## config.mk

```make
export PLATFORM = sky130hd
export DESIGN_NAME = ddr3_wr_arbiter_flat
export DESIGN_NICKNAME = d
export VERILOG_FILES = /design/src/rtl/ddr3_pkg.sv /design/src/rtl/ddr3_wr_arbiter_if.sv /design/src/rtl/ddr3_wr_arbiter_rr_pick.sv /design/src/rtl/ddr3_wr_arbiter.sv /design/src/flat_wrapper.sv
export SDC_FILE = /design/constraint.sdc
export NUM_CORES = 1
export LEC_CHECK = 0
export ABC_AREA = 1
export CAP_MARGIN = 40
export CORE_AREA = 5 5 99 101
export CTS_CLUSTER_SIZE = 12
export DETAILED_ROUTE_END_ITERATION = 16
export DIE_AREA = 0 0 104 106
export PLACE_DENSITY_LB_ADDON = 0.08
export SYNTH_ARGS = -nofsm -noshare
export SYNTH_HDL_FRONTEND = slang
export SYNTH_SLANG_ARGS = --single-unit
```

## constraint.sdc

```tcl
create_clock -name clk -period 3.73 [get_ports clk]
set_input_delay 0.373 -clock clk [delete_from_list [all_inputs] [get_ports clk]]
set_output_delay 0.373 -clock clk [all_outputs]
set_load 0.01 [all_outputs]
```

## src/rtl/ddr3_pkg.sv

```systemverilog
// Shared widths and state encoding for the DDR3 write path.
// Imported by the write arbiter, its bus interface and helpers.
package ddr3_pkg;

    localparam int DDR_WORD_ADDR_W = 28;
    localparam int WR_LEN_W        = 8;
    localparam int WR_ID_W         = 4;
    localparam int WR_DATA_W       = 32;
    localparam int WR_STRB_W       = 4;

    typedef enum logic [1:0] {
        ARB_IDLE = 2'd0,
        ARB_ADDR = 2'd1,
        ARB_DATA = 2'd2
    } arb_state_e;

endpackage

```

## src/rtl/ddr3_wr_arbiter_if.sv

```systemverilog
// Bus bundle between the NUM_M local write masters, the arbiter and ddr3_write.
// Handshake rule for every channel: a transfer happens on a rising clk edge where
// VALID and READY are both 1; VALID never waits on READY, READY may depend on VALID.
interface ddr3_wr_arbiter_if
    import ddr3_pkg::*;
#(
    parameter int NUM_M = 2
) ();

    logic [NUM_M*DDR_WORD_ADDR_W-1:0] M_WR_ADDR;
    logic [NUM_M*WR_LEN_W-1:0]        M_WR_LEN;
    logic [NUM_M*WR_ID_W-1:0]         M_WR_ID;
    logic [NUM_M-1:0]                 M_WR_ADDR_VALID;
    logic [NUM_M-1:0]                 M_WR_ADDR_READY;
    logic [NUM_M*WR_DATA_W-1:0]       M_WR_DATA;
    logic [NUM_M*WR_STRB_W-1:0]       M_WR_STRB;
    logic [NUM_M-1:0]                 M_WR_DATA_VALID;
    logic [NUM_M-1:0]                 M_WR_DATA_LAST;
    logic [NUM_M-1:0]                 M_WR_DATA_READY;
    logic [WR_ID_W-1:0]               M_WR_BACK_ID;
    logic [NUM_M-1:0]                 M_WR_DONE;

    logic [DDR_WORD_ADDR_W-1:0]       WR_ADDR;
    logic [WR_LEN_W-1:0]              WR_LEN;
    logic [WR_ID_W-1:0]               WR_ID;
    logic                             WR_ADDR_VALID;
    logic                             WR_ADDR_READY;
    logic [WR_DATA_W-1:0]             WR_DATA;
    logic [WR_STRB_W-1:0]             WR_STRB;
    logic                             WR_DATA_VALID;
    logic                             WR_DATA_READY;
    logic                             WR_DATA_LAST;
    logic [WR_ID_W-1:0]               WR_BACK_ID;

    modport slave (
        input  M_WR_ADDR, M_WR_LEN, M_WR_ID, M_WR_ADDR_VALID,
        input  M_WR_DATA, M_WR_STRB, M_WR_DATA_VALID, M_WR_DATA_LAST,
        input  WR_ADDR_READY, WR_DATA_READY, WR_BACK_ID,
        output M_WR_ADDR_READY, M_WR_DATA_READY, M_WR_BACK_ID, M_WR_DONE,
        output WR_ADDR, WR_LEN, WR_ID, WR_ADDR_VALID,
        output WR_DATA, WR_STRB, WR_DATA_VALID, WR_DATA_LAST
    );

    modport master (
        output M_WR_ADDR, M_WR_LEN, M_WR_ID, M_WR_ADDR_VALID,
        output M_WR_DATA, M_WR_STRB, M_WR_DATA_VALID, M_WR_DATA_LAST,
        output WR_ADDR_READY, WR_DATA_READY, WR_BACK_ID,
        input  M_WR_ADDR_READY, M_WR_DATA_READY, M_WR_BACK_ID, M_WR_DONE,
        input  WR_ADDR, WR_LEN, WR_ID, WR_ADDR_VALID,
        input  WR_DATA, WR_STRB, WR_DATA_VALID, WR_DATA_LAST
    );

endinterface

```

## src/rtl/ddr3_wr_arbiter_rr_pick.sv

```systemverilog
// Combinational round-robin selector: first requester strictly after 'last',
// wrapping modulo NUM_M. Shared by the write arbiter and a future read arbiter.
module rr_pick #(
    parameter int NUM_M = 2,
    parameter int GW    = 3
) (
    input  logic [NUM_M-1:0] req,
    input  logic [GW-1:0]    last,
    output logic             any,
    output logic [GW-1:0]    idx
);

    // Walk offsets from farthest to nearest so the nearest requester wins.
    always_comb begin
        any = 1'b0;
        idx = '0;
        for (int k = NUM_M; k >= 1; k--) begin
            for (int j = 0; j < NUM_M; j++) begin
                if (req[j] && (j == ((int'(last) + k) % NUM_M))) begin
                    any = 1'b1;
                    idx = GW'(j);
                end
            end
        end
    end

endmodule

```

## src/rtl/ddr3_wr_arbiter.sv

```systemverilog
// Round-robin write arbiter in front of ddr3_write: grants one complete burst
// (address then every data beat up to LAST) to one local master at a time.
module ddr3_wr_arbiter
    import ddr3_pkg::*;
#(
    parameter int NUM_M = 2,
    parameter int GW    = 3
) (
    input  logic               clk,
    input  logic               rstn,
    ddr3_wr_arbiter_if.slave   bus,
    output logic               WR_ERR,
    output logic [GW-1:0]      GRANT_IDX,
    output arb_state_e         arb_state
);

    arb_state_e                 state_q, state_d;
    logic [GW-1:0]              grant_q;
    logic [GW-1:0]              last_grant_q;
    logic [WR_LEN_W-1:0]        beat_cnt_q;
    logic [WR_LEN_W-1:0]        len_q;
    logic [NUM_M-1:0]           done_q;
    logic                       err_q;

    logic                       pick_any;
    logic [GW-1:0]              pick_idx;

    logic [NUM_M-1:0]           grant_oh;
    logic [DDR_WORD_ADDR_W-1:0] g_addr;
    logic [WR_LEN_W-1:0]        g_len;
    logic [WR_ID_W-1:0]         g_id;
    logic                       g_av;
    logic [WR_DATA_W-1:0]       g_data;
    logic [WR_STRB_W-1:0]       g_strb;
    logic                       g_dv;
    logic                       g_last;
    logic                       addr_hs;
    logic                       data_hs;

    rr_pick #(
        .NUM_M (NUM_M),
        .GW    (GW)
    ) u_pick (
        .req  (bus.M_WR_ADDR_VALID),
        .last (last_grant_q),
        .any  (pick_any),
        .idx  (pick_idx)
    );

    // Select the granted master's channels; indices compared as constants per lane.
    always_comb begin
        grant_oh = '0;
        g_addr   = '0;
        g_len    = '0;
        g_id     = '0;
        g_av     = 1'b0;
        g_data   = '0;
        g_strb   = '0;
        g_dv     = 1'b0;
        g_last   = 1'b0;
        for (int i = 0; i < NUM_M; i++) begin
            if (grant_q == GW'(i)) begin
                grant_oh[i] = 1'b1;
                g_addr      = bus.M_WR_ADDR[i*DDR_WORD_ADDR_W +: DDR_WORD_ADDR_W];
                g_len       = bus.M_WR_LEN[i*WR_LEN_W +: WR_LEN_W];
                g_id        = bus.M_WR_ID[i*WR_ID_W +: WR_ID_W];
                g_av        = bus.M_WR_ADDR_VALID[i];
                g_data      = bus.M_WR_DATA[i*WR_DATA_W +: WR_DATA_W];
                g_strb      = bus.M_WR_STRB[i*WR_STRB_W +: WR_STRB_W];
                g_dv        = bus.M_WR_DATA_VALID[i];
                g_last      = bus.M_WR_DATA_LAST[i];
            end
        end
    end

    assign addr_hs = (state_q == ARB_ADDR) && g_av && bus.WR_ADDR_READY;
    assign data_hs = (state_q == ARB_DATA) && g_dv && bus.WR_DATA_READY;

    always_comb begin
        state_d             = state_q;
        bus.WR_ADDR         = g_addr;
        bus.WR_LEN          = g_len;
        bus.WR_ID           = g_id;
        bus.WR_DATA         = g_data;
        bus.WR_STRB         = g_strb;
        bus.WR_DATA_LAST    = g_last;
        bus.WR_ADDR_VALID   = 1'b0;
        bus.WR_DATA_VALID   = 1'b0;
        bus.M_WR_ADDR_READY = '0;
        bus.M_WR_DATA_READY = '0;
        case (state_q)
            ARB_IDLE: begin
                if (pick_any) state_d = ARB_ADDR;
            end
            ARB_ADDR: begin
                // A master that withdraws its request keeps the grant; no re-arbitration.
                bus.WR_ADDR_VALID   = g_av;
                bus.M_WR_ADDR_READY = grant_oh & {NUM_M{bus.WR_ADDR_READY}};
                if (addr_hs) state_d = ARB_DATA;
            end
            ARB_DATA: begin
                bus.WR_DATA_VALID   = g_dv;
                bus.M_WR_DATA_READY = grant_oh & {NUM_M{bus.WR_DATA_READY}};
                if (data_hs && g_last) state_d = ARB_IDLE;
            end
            default: state_d = ARB_IDLE;
        endcase
    end

    always_ff @(posedge clk) begin
        if (!rstn) begin
            state_q      <= ARB_IDLE;
            grant_q      <= '0;
            last_grant_q <= GW'(NUM_M - 1);
            beat_cnt_q   <= '0;
            len_q        <= '0;
            done_q       <= '0;
            err_q        <= 1'b0;
        end else begin
            state_q <= state_d;
            done_q  <= '0;
            if ((state_q == ARB_IDLE) && pick_any) grant_q <= pick_idx;
            if (addr_hs) begin
                len_q      <= g_len;
                beat_cnt_q <= '0;
            end
            // Length mismatches are only flagged; the burst always runs to LAST.
            if (data_hs) begin
                beat_cnt_q <= beat_cnt_q + 8'd1;
                if (g_last) begin
                    done_q       <= grant_oh;
                    last_grant_q <= grant_q;
                    if (beat_cnt_q != len_q) err_q <= 1'b1;
                end else if (beat_cnt_q == len_q) begin
                    err_q <= 1'b1;
                end
            end
        end
    end

    assign bus.M_WR_DONE    = done_q;
    assign bus.M_WR_BACK_ID = bus.WR_BACK_ID;
    assign WR_ERR           = err_q;
    assign GRANT_IDX        = grant_q;
    assign arb_state        = state_q;

endmodule

```

## src/flat_wrapper.sv

```systemverilog
// flat-port wrapper written by rule: the top's interface ports become plain ports
module ddr3_wr_arbiter_flat import ddr3_pkg::*;
#(
    parameter int NUM_M = 2,
    parameter int GW    = 3
)
  (clk, rstn, WR_ERR, GRANT_IDX, arb_state, bus_M_WR_ADDR, bus_M_WR_LEN, bus_M_WR_ID, bus_M_WR_ADDR_VALID, bus_M_WR_DATA, bus_M_WR_STRB, bus_M_WR_DATA_VALID, bus_M_WR_DATA_LAST, bus_WR_ADDR_READY, bus_WR_DATA_READY, bus_WR_BACK_ID, bus_M_WR_ADDR_READY, bus_M_WR_DATA_READY, bus_M_WR_BACK_ID, bus_M_WR_DONE, bus_WR_ADDR, bus_WR_LEN, bus_WR_ID, bus_WR_ADDR_VALID, bus_WR_DATA, bus_WR_STRB, bus_WR_DATA_VALID, bus_WR_DATA_LAST);
  ddr3_wr_arbiter_if #(.NUM_M(NUM_M)) bus_i ();
  input  logic clk;
  input  logic rstn;
  output logic WR_ERR;
  output logic [GW-1:0] GRANT_IDX;
  output arb_state_e arb_state;
  input wire logic [$bits(bus_i.M_WR_ADDR)-1:0] bus_M_WR_ADDR;
  input wire logic [$bits(bus_i.M_WR_LEN)-1:0] bus_M_WR_LEN;
  input wire logic [$bits(bus_i.M_WR_ID)-1:0] bus_M_WR_ID;
  input wire logic [$bits(bus_i.M_WR_ADDR_VALID)-1:0] bus_M_WR_ADDR_VALID;
  input wire logic [$bits(bus_i.M_WR_DATA)-1:0] bus_M_WR_DATA;
  input wire logic [$bits(bus_i.M_WR_STRB)-1:0] bus_M_WR_STRB;
  input wire logic [$bits(bus_i.M_WR_DATA_VALID)-1:0] bus_M_WR_DATA_VALID;
  input wire logic [$bits(bus_i.M_WR_DATA_LAST)-1:0] bus_M_WR_DATA_LAST;
  input wire logic [$bits(bus_i.WR_ADDR_READY)-1:0] bus_WR_ADDR_READY;
  input wire logic [$bits(bus_i.WR_DATA_READY)-1:0] bus_WR_DATA_READY;
  input wire logic [$bits(bus_i.WR_BACK_ID)-1:0] bus_WR_BACK_ID;
  output wire logic [$bits(bus_i.M_WR_ADDR_READY)-1:0] bus_M_WR_ADDR_READY;
  output wire logic [$bits(bus_i.M_WR_DATA_READY)-1:0] bus_M_WR_DATA_READY;
  output wire logic [$bits(bus_i.M_WR_BACK_ID)-1:0] bus_M_WR_BACK_ID;
  output wire logic [$bits(bus_i.M_WR_DONE)-1:0] bus_M_WR_DONE;
  output wire logic [$bits(bus_i.WR_ADDR)-1:0] bus_WR_ADDR;
  output wire logic [$bits(bus_i.WR_LEN)-1:0] bus_WR_LEN;
  output wire logic [$bits(bus_i.WR_ID)-1:0] bus_WR_ID;
  output wire logic [$bits(bus_i.WR_ADDR_VALID)-1:0] bus_WR_ADDR_VALID;
  output wire logic [$bits(bus_i.WR_DATA)-1:0] bus_WR_DATA;
  output wire logic [$bits(bus_i.WR_STRB)-1:0] bus_WR_STRB;
  output wire logic [$bits(bus_i.WR_DATA_VALID)-1:0] bus_WR_DATA_VALID;
  output wire logic [$bits(bus_i.WR_DATA_LAST)-1:0] bus_WR_DATA_LAST;
  assign bus_i.M_WR_ADDR = bus_M_WR_ADDR;
  assign bus_i.M_WR_LEN = bus_M_WR_LEN;
  assign bus_i.M_WR_ID = bus_M_WR_ID;
  assign bus_i.M_WR_ADDR_VALID = bus_M_WR_ADDR_VALID;
  assign bus_i.M_WR_DATA = bus_M_WR_DATA;
  assign bus_i.M_WR_STRB = bus_M_WR_STRB;
  assign bus_i.M_WR_DATA_VALID = bus_M_WR_DATA_VALID;
  assign bus_i.M_WR_DATA_LAST = bus_M_WR_DATA_LAST;
  assign bus_i.WR_ADDR_READY = bus_WR_ADDR_READY;
  assign bus_i.WR_DATA_READY = bus_WR_DATA_READY;
  assign bus_i.WR_BACK_ID = bus_WR_BACK_ID;
  assign bus_M_WR_ADDR_READY = bus_i.M_WR_ADDR_READY;
  assign bus_M_WR_DATA_READY = bus_i.M_WR_DATA_READY;
  assign bus_M_WR_BACK_ID = bus_i.M_WR_BACK_ID;
  assign bus_M_WR_DONE = bus_i.M_WR_DONE;
  assign bus_WR_ADDR = bus_i.WR_ADDR;
  assign bus_WR_LEN = bus_i.WR_LEN;
  assign bus_WR_ID = bus_i.WR_ID;
  assign bus_WR_ADDR_VALID = bus_i.WR_ADDR_VALID;
  assign bus_WR_DATA = bus_i.WR_DATA;
  assign bus_WR_STRB = bus_i.WR_STRB;
  assign bus_WR_DATA_VALID = bus_i.WR_DATA_VALID;
  assign bus_WR_DATA_LAST = bus_i.WR_DATA_LAST;
  ddr3_wr_arbiter #(.NUM_M(NUM_M), .GW(GW)) u_core (.clk(clk), .rstn(rstn), .bus(bus_i), .WR_ERR(WR_ERR), .GRANT_IDX(GRANT_IDX), .arb_state(arb_state));
endmodule
```

# Yosys cells after proc, flatten, opt, wreduce, memory -nomap -nowiden
# Index checks and enable logic that the tools add are counted.
# W data, S select, Z words.
# op_classes
addsub	3
eq_ne	11
muxes	38
bitwise_logic	4
reduce_logical	20
# op_table
operator	n
$logic_not A32 Y1	2
$mux W32	2
$mux W28	2
$mux W8	4
$mux W1	18
$mux W4	4
$logic_and A1 B1 Y1	10
$mux W2	5
$reduce_and A3 Y1	3
$add A8 B1 Y8 const B	1
$eq A8 B8 Y1	1
$ne A8 B8 Y1	1
$mux W3	2
$pmux W2 S3	1
$and A2 B2 Y2	2
$eq A2 B2 Y1 const A	2
$ne A2 B1 Y1 const B	2
$ne A2 B2 Y1 const B	2
$reduce_bool A2 Y1	2
$eq A3 B1 Y1 const B	1
$logic_not A3 Y1	1
$add A1 B1 Y1 const B	2
$and A1 B1 Y1 const A	2
$eq A2 B1 Y1 const B	1
3 further kinds	3
# word_totals
regBits	25
in_bits	166
out_inout_bits	95
word_cells	83

# Longest topological paths before layout
# Gate-level depths: netlist of the first run.
# depth
word_depth	10
mapped_depth	10
depth_no_buf	10

# Hierarchy
# A second synthesis of the first run with hierarchy kept.
# hier_totals
hier_cells	316
hier_area_um2	2203.4
# by_module_without_submodules
module	n_inst	cells_each	area_each_um2	seq_area_each_um2
ddr3_wr_arbiter	1	310	2169.6	540.5
rr_pick	1	6	33.8	0.0

# Worst setup path after synthesis of the first run
# OpenSTA, ideal clock, no wires.
# synth_timing
path_type	reg-to-output
startpoint	register u_core.grant_q[0] (netlist: u_core.GRANT_IDX[0])
endpoint	output port bus_M_WR_DATA_READY[1]
t_arrival_ps	1148
required_ps	3357
setup_slack_ps	2209
stages_incl_launch_ff	5
n_path_buf	2
cell_sequence	dfxtp_1 -> inv_2 -> buf_2 -> buf_2 -> nor3_1
# synth_via
elab_chain_cells	4
# synth_rtl
element	line_no	rtl
start: declaration	ddr3_wr_arbiter.sv:18	logic [GW-1:0] grant_q;
start signal: assignment	ddr3_wr_arbiter.sv:122	if ((state_q == ARB_IDLE) && pick_any) grant_q <= pick_idx;
$eq A3 B1 Y1	ddr3_wr_arbiter.sv:62	if (grant_q == GW'(i)) begin
$mux W1	ddr3_wr_arbiter.sv:62	
$and A2 B2 Y2	ddr3_wr_arbiter.sv:103	bus.M_WR_DATA_READY = grant_oh & {NUM_M{bus.WR_DATA_READY}};
$mux W2	ddr3_wr_arbiter.sv:91	case (state_q)
end: declaration	flat_wrapper.sv:26	output wire logic [$bits(bus_i.M_WR_DATA_READY)-1:0] bus_M_WR_DATA_READY;
# No other way between the ends.

# Worst setup path in the final report of the first run
# layout_timing
startpoint	register u_core.grant_q[0] (netlist: u_core.GRANT_IDX[0])
endpoint	output port bus_WR_DATA_LAST
# layout_via
elab_chain_cells	3
elab_cells_between_ends	4
classes_between	eq/ne (1); mux (2); reduce/logical (1)
# layout_rtl
element	line_no	rtl
$logic_not A3 Y1	ddr3_wr_arbiter.sv:62	
$mux W1	ddr3_wr_arbiter.sv:62	
$mux W1 (*)	ddr3_wr_arbiter.sv:62	
end: declaration	flat_wrapper.sv:36	output wire logic [$bits(bus_i.WR_DATA_LAST)-1:0] bus_WR_DATA_LAST;
# Mark *: on every way between the ends. The rest lies on a longest branch, timed or not.

==> results.yml, run 1 <==
yosys:
  ys_ff_latch: 23
  netlist_top_cells_area: "nand2_1 48%, dfxtp_1 21%, a21oi_1 4.6%, buf_2 3.4%, inv_1 3.4%"
  ys_types: 23
  yosysSeqAreaShare_pct: 21.0
  synth_warnings: 0
  yosysTopAreaCell: "nand2_1"
  synth-simple-area-share_pct: 57.3
  synth_compound_area_share_pct: 7.78
  synth-xor-area-share_pct: 1.60
  synth_fa_ha_area_share_pct: 0.572
  syn-instance-count: 426
  synth_top_family_by_area: "simple AND/OR/NAND/NOR gates"
  synth_top_area_share_pct: 47.7
  syn_area_per_cell_um2: 5.14
  synth_area_mm2: 0.00219
  muxShareOfSynthArea_pct: 0
setup_path:
  worstSetupStartpointType: "flop"
  cp.required_ns: 3.36
  critical_path_buf_inv_count: 2
  critPathMaxStageDelay_ns: 0.67
  crit_chain: "buf_4, nand2_1, nand2_1, clkdlybuf4s50_1"
  cpMaxStageDelayCell: "buf_4"
  worstPathMaxFanout: 85
  worstSetupPathType: "reg2out"
  path_common_cell: "nand2_1"
  crit_path_end_kind: "primary output"
  cpLargestDelayFamily: "buffers and inverters"
  crit_arrival_ns: 2.27
timing:
  fin_tns_setup_ns: 0
  worst_pin_slew_ns: 0.866
  drv_slew: 0
  hold_viol: 0
  fmax_ghz: 0.378
  finalCritPeriodShare_pct: 70.8
  slew_headroom_pct: 42.3
  layout_min_cycle_time_ns: 2.64
  setup_violations: 0
  setup_ws_ns: 1.09
  fin_skew_ns: 0.00576
  rsz0062_at_grt: "false"
cts:
  cts.repair.resized: 0
  clock_latency_ns: 0.26
  cts_hold_buf: 0
  cts_tree: "built"
  cts_buffer_depth: 2
  htree_levels: 1
  numCtsBuffers: 3
  cts-root-buf: "clkbuf_8"
  postCtsSetupBuffers: 0
  clk_pin_slew_ns: 0.08
  clock-sinks: 23
floorplan:
  io_pins: 261
  start_util_pct: 24.5
  core_region_area_mm2: 0.00893
  dieArea_mm2: 0.0110
  fp.dieH_um: 106
  core.rowCount: 35
  die_w_um: 104
detailed_routing:
  dr.pass1.iters: 4
  drt-total-wl_um: 11400
  vias: 3282
  drcViolationCount: 0
  ant_nets: 0
  avgRoutedWirePerCell_um: 14.8
  viasPerCell: 4.27
  first_iter_violations: 97
place:
  postPlaceCellArea_mm2: 0.00470
  place_ws_ns: 1.36
  portBuffers: 250
  gp_congestion: 0.864
  hpwlAfterDp_um: 9550
status:
  status: "finished clean"
power:
  peakVddDrop_mv: 0.140
  seqPwrFrac_pct: 26.4
  p_comb_share_pct: 57.7
  finalPower_uw: 974
  power_leakage_nw: 2.15
  power_switching_uw: 309
  cell_internal_pwr_uw: 665
  powerDensity_mw_per_mm2: 205
  clockPowerShare_pct: 15.9
  switching_share_pct: 31.8
global_routing:
  grt_max_degree: 86
  grt_pass1_wl_um: 17400
  gr-total-overflow: 0
  antenna_found_initial: 0
  grtUsageTotal_pct: 19.5
  grt_pass1_vias: 3379
finish:
  finalNetCount: 825
  ff_latch_area_um2: 462
  area_growth_pct: 117
  drive_above_1_share_pct: 3.04
  fin_util_pct: 53.2
  postLayoutCellArea_mm2: 0.00475
  fillers: 883
  multiInputGateArea_mm2: 0.00148
  diodes: 0
flow_run:
  cap_viol_max_count: 0
min_path:
  hold_class: "reg2reg"
-- layout by cell type (no fill, tap or decap), drive strengths merged --
cell type      Yosys  routed
dfxtp             23      23
nand2            283     283
a21oi             21      21
inv               23      23
clkdlybuf4s50      0     250
nand4              1       1
buf               25       3
xnor2              4       4
clkbuf             2       4
ha                 1       1
nand3              9       9
and2               1       1
o21ai             10      10
conb               1       2
nor3               6       6
nor2              16      16
-- synth_stat cells --
library cell  count
inv_2             3
xnor2_1           4
a21oi_4           1
nor2_4            1
nand2_1         278
dfxtp_1          23
buf_6             2
nand3_4           2
and2_1            1
o21ai_0           9
conb_1            1
nand3_1           7
nand2_2           5
clkbuf_1          2
inv_1            20
nor3_1            6
buf_2            15
a21oi_1          20
buf_4             8
nand4_1           1
nor2_1           15
o21ai_2           1
ha_1              1
-- cell type report --
| cell class | count | area share [%] |
|---|---|---|
| Sequential cell | 23 | 9.72 |
| Tap cell | 111 | 2.92 |
| Timing Repair Buffer | 253 | 53.4 |
| Clock buffer | 4 | 0.948 |
| Multi-Input combinational cell | 354 | 31.2 |
| Inverter | 23 | 1.82 |
-- routing by layer --
metal / track usage (%) / vias up / part of all wire [%]
met5: 0 / - / 0
met4: 7.31 / 0 / 3.6
met3: 7.23 / 26 / 8.9
met2: 36.7 / 144 / 53
met1: 19.4 / 1369 / 35
li1: - / 1743 / -
-- stage by stage --
stage	hold WS (ns)	std cells
floorplan	0.444	427
global placement	0.459	763
detailed placement	0.466	764
CTS	0.479	768
global route	0.506	768
finish	0.472	768
-- tightest hold or removal path: cells and delay by family, from the launching register on --
| family | cells | cell delay (ns) |
|---|---|---|
| buffers and inverters | 1 | 0.06 |
| DFF | 1 | 0.32 |
| AOI/OAI and AO/OA | 1 | 0.05 |
-- sequential cells by signal (all words and copies together), names as in the netlist --
signal,count
u_core.beat_cnt_q,8
u_core.len_q,8
u_core.arb_state,2
u_core.bus.M_WR_DONE,2
u_core.GRANT_IDX,1
u_core.WR_ERR,1
u_core.last_grant_q,1
-- power groups by stage --
stage / sequential (mW) / clock, mW / combinational (mW)
global placement: 0.263 / 0 / 0.561
detailed placement: 0.263 / 0 / 0.567
CTS: 0.257 / 0.160 / 0.570
floorplan: 0.263 / 0 / 0.198
global route: 0.258 / 0.168 / 0.610
finish: 0.257 / 0.155 / 0.562
-- cells by family after synthesis --
kind of cell,count (synthesis)
buffers and inverters,50
AND/OR/NAND/NOR,316
other,1
XOR/XNOR,4
adder cells (fa/ha/maj),1
flip-flops,23
AO/OA/AOI/OAI,31
-- final timing paths --
path	startpoint	slack (ns)	end	cells past startpoint
setup / recovery	u_core.GRANT_IDX[0]	1.09	bus_WR_DATA_LAST	4
hold / removal	u_core.len_q[7]	0.47	u_core.len_q[7]	2
setup reg to reg	u_core.GRANT_IDX[0]	1.67	u_core.last_grant_q[0]	8
hold reg to reg	u_core.len_q[7]	0.47	u_core.len_q[7]	2
(Power assumes the default switching activity.)
==> inputs of run 2 (changes only) <==
==> constraint.sdc (replaced) <==
create_clock -name clk -period 2.45 [get_ports clk]
set_input_delay 0.245 -clock clk [delete_from_list [all_inputs] [get_ports clk]]
set_output_delay 0.245 -clock clk [all_outputs]
set_load 0.01 [all_outputs]
==> run 2 against run 1 <==
Setup slack lost 0.88 ns. Sequential share of layout area is essentially flat. Power grew 53%. Global-route usage shrank 0.47 points. Core utilization grew 0.27 points. Via count shrank 0.70%. Sequential power grew 53%. Critical path depth grew 1. Combinational power grew 52%. Clock-buffer cell count shrank 1. Final cell count grew 0.13%. Design area grew 0.50%. Critical path type unchanged.
==> results.yml, run 2 (synthesized netlist as in run 1, its figures left out) <==
finish:
  diodes: 0
  area_growth_pct: 118
  finalNetCount: 826
  stdcell_count: 769
  drive_above_1_share_pct: 3.34
  final_common_cell: "nand2_1"
  reg_top3: "u_core.beat_cnt_q x8, u_core.len_q x8"
  final_cell_mix: "278 x nand2_1, 250 x clkdlybuf4s50_1, 22 x dfxtp_1"
global_routing:
  grt_pass1_wl_um: 17000
  grt_pass1_vias: 3326
  grtUsageTotal_pct: 19.0
  gr-total-overflow: 0
  top_usage_layer: "met2"
  grtUsageMet3_pct: 7.10
  grt_max_degree: 86
  antenna_found_initial: 0
  gr-usage-met1_pct: 19.9
  grtUsageMet2_pct: 35.2
place:
  hpwlAfterDp_um: 9190
  dp_cells: 765
  portBuffers: 250
  gp_congestion: 0.909
setup_path:
  worstPathMaxFanout: 4
  worstSetupStartpointType: "flop"
  crit_chain: "inv_1, nor2_1, inv_1, nor3_1, clkdlybuf4s50_1"
  cp.required_ns: 2.20
  path_common_cell: "inv_1"
  crit_arrival_ns: 2.00
  critPathMaxStageDelay_ns: 0.61
  cpMaxStageDelayCell: "clkdlybuf4s50_1"
  crit_path_end_kind: "primary output"
  worstSetupPathType: "reg2out"
detailed_routing:
  avgRoutedWirePerCell_um: 14.1
  viasPerCell: 4.24
  vias: 3259
  drcViolationCount: 0
  drt-total-wl_um: 10900
  ant_nets: 0
  first_iter_violations: 81
  dr.pass1.iters: 4
timing:
  fin_skew_ns: 0.00491
  fin_tns_setup_ns: 0
  fmax_ghz: 0.445
  layout_min_cycle_time_ns: 2.25
  finalCritPeriodShare_pct: 91.7
  setup_violations: 0
  drv_slew: 0
  hold_viol: 0
  rsz0062_at_grt: "false"
floorplan:
  fp.dieH_um: 106
  dieArea_mm2: 0.0110
  core_region_area_mm2: 0.00893
  die_w_um: 104
  start_util_pct: 24.5
  core.rowCount: 35
  io_pins: 261
cts:
  clock_latency_ns: 0.27
  cts_buffer_depth: 2
  cts_tree: "built"
  clock-sinks: 23
  htree_levels: 1
  postCtsSetupBuffers: 0
  cts-root-buf: "clkbuf_8"
  clk_pin_slew_ns: 0.09
  numCtsBuffers: 3
  cts.repair.resized: 0
  cts_hold_buf: 0
min_path:
  hold_class: "reg2reg"
power:
  finalPower_mw: 1.49
  peakVddDrop_mv: 0.145
  power_leakage_nw: 2.16
  powerDensity_mw_per_mm2: 313
flow_run:
  cap_viol_max_count: 0
status:
  status: "finished clean"
==> run 2: path summary, 6_finish.rpt <==
check                           slack (ns)                 from                endpoint  cells past startpoint
worst max-delay path                  0.20  u_core.arb_state[0]  bus_M_WR_ADDR_READY[1]                      5
worst min-delay path                  0.48      u_core.len_q[0]         u_core.len_q[0]                      2
worst max register to register        0.80  u_core.GRANT_IDX[0]  u_core.last_grant_q[0]                      8
worst min register to register        0.48      u_core.len_q[0]         u_core.len_q[0]                      2
==> run 2: layer usage <==
metal	up-vias	wire (um)	part of all wire, %
met5	-	0	0
met4	0	272	2.5
met3	14	1030	9.4
met2	124	5710	53
met1	1374	3860	36
li1	1747	-	-
==> run 2: worst max-delay path, delay by kind of cell, from the launching register on <==
kind	cells	cell delay (ns)
simple gates	2	0.59
buf+inv	3	0.77
flops	1	0.37
==> run 2: layout make-up <==
cell class / instances / area, um^2
Clock buffer: 3 / 41.3
Clock inverter: 1 / 7.51
Fill cell: 932 / 4160
Inverter: 23 / 86.3
Multi-Input combinational cell: 354 / 1480
Sequential cell: 23 / 462
Tap cell: 111 / 139
Timing Repair Buffer: 254 / 2560
==> run 2: through the flow <==
step / hold WS (ns) / setup slack [ns] / utilization (%) / cell area, um^2
after floorplan: 0.394 / 1.06 / - / 2190
after global placement: 0.456 / 0.488 / 52.9 / 4720
after detailed placement: 0.456 / 0.489 / 52.9 / 4720
after CTS: 0.477 / 0.213 / 53.4 / 4770
after global routing: 0.490 / 0.0779 / 53.4 / 4770
final: 0.477 / 0.204 / 53.4 / 4770
==> run 2: power by group <==
group | internal (mW) | switching, mW
clock | 0.115 | 0.130
sequential | 0.384 | 0.00771
combinational | 0.515 | 0.342
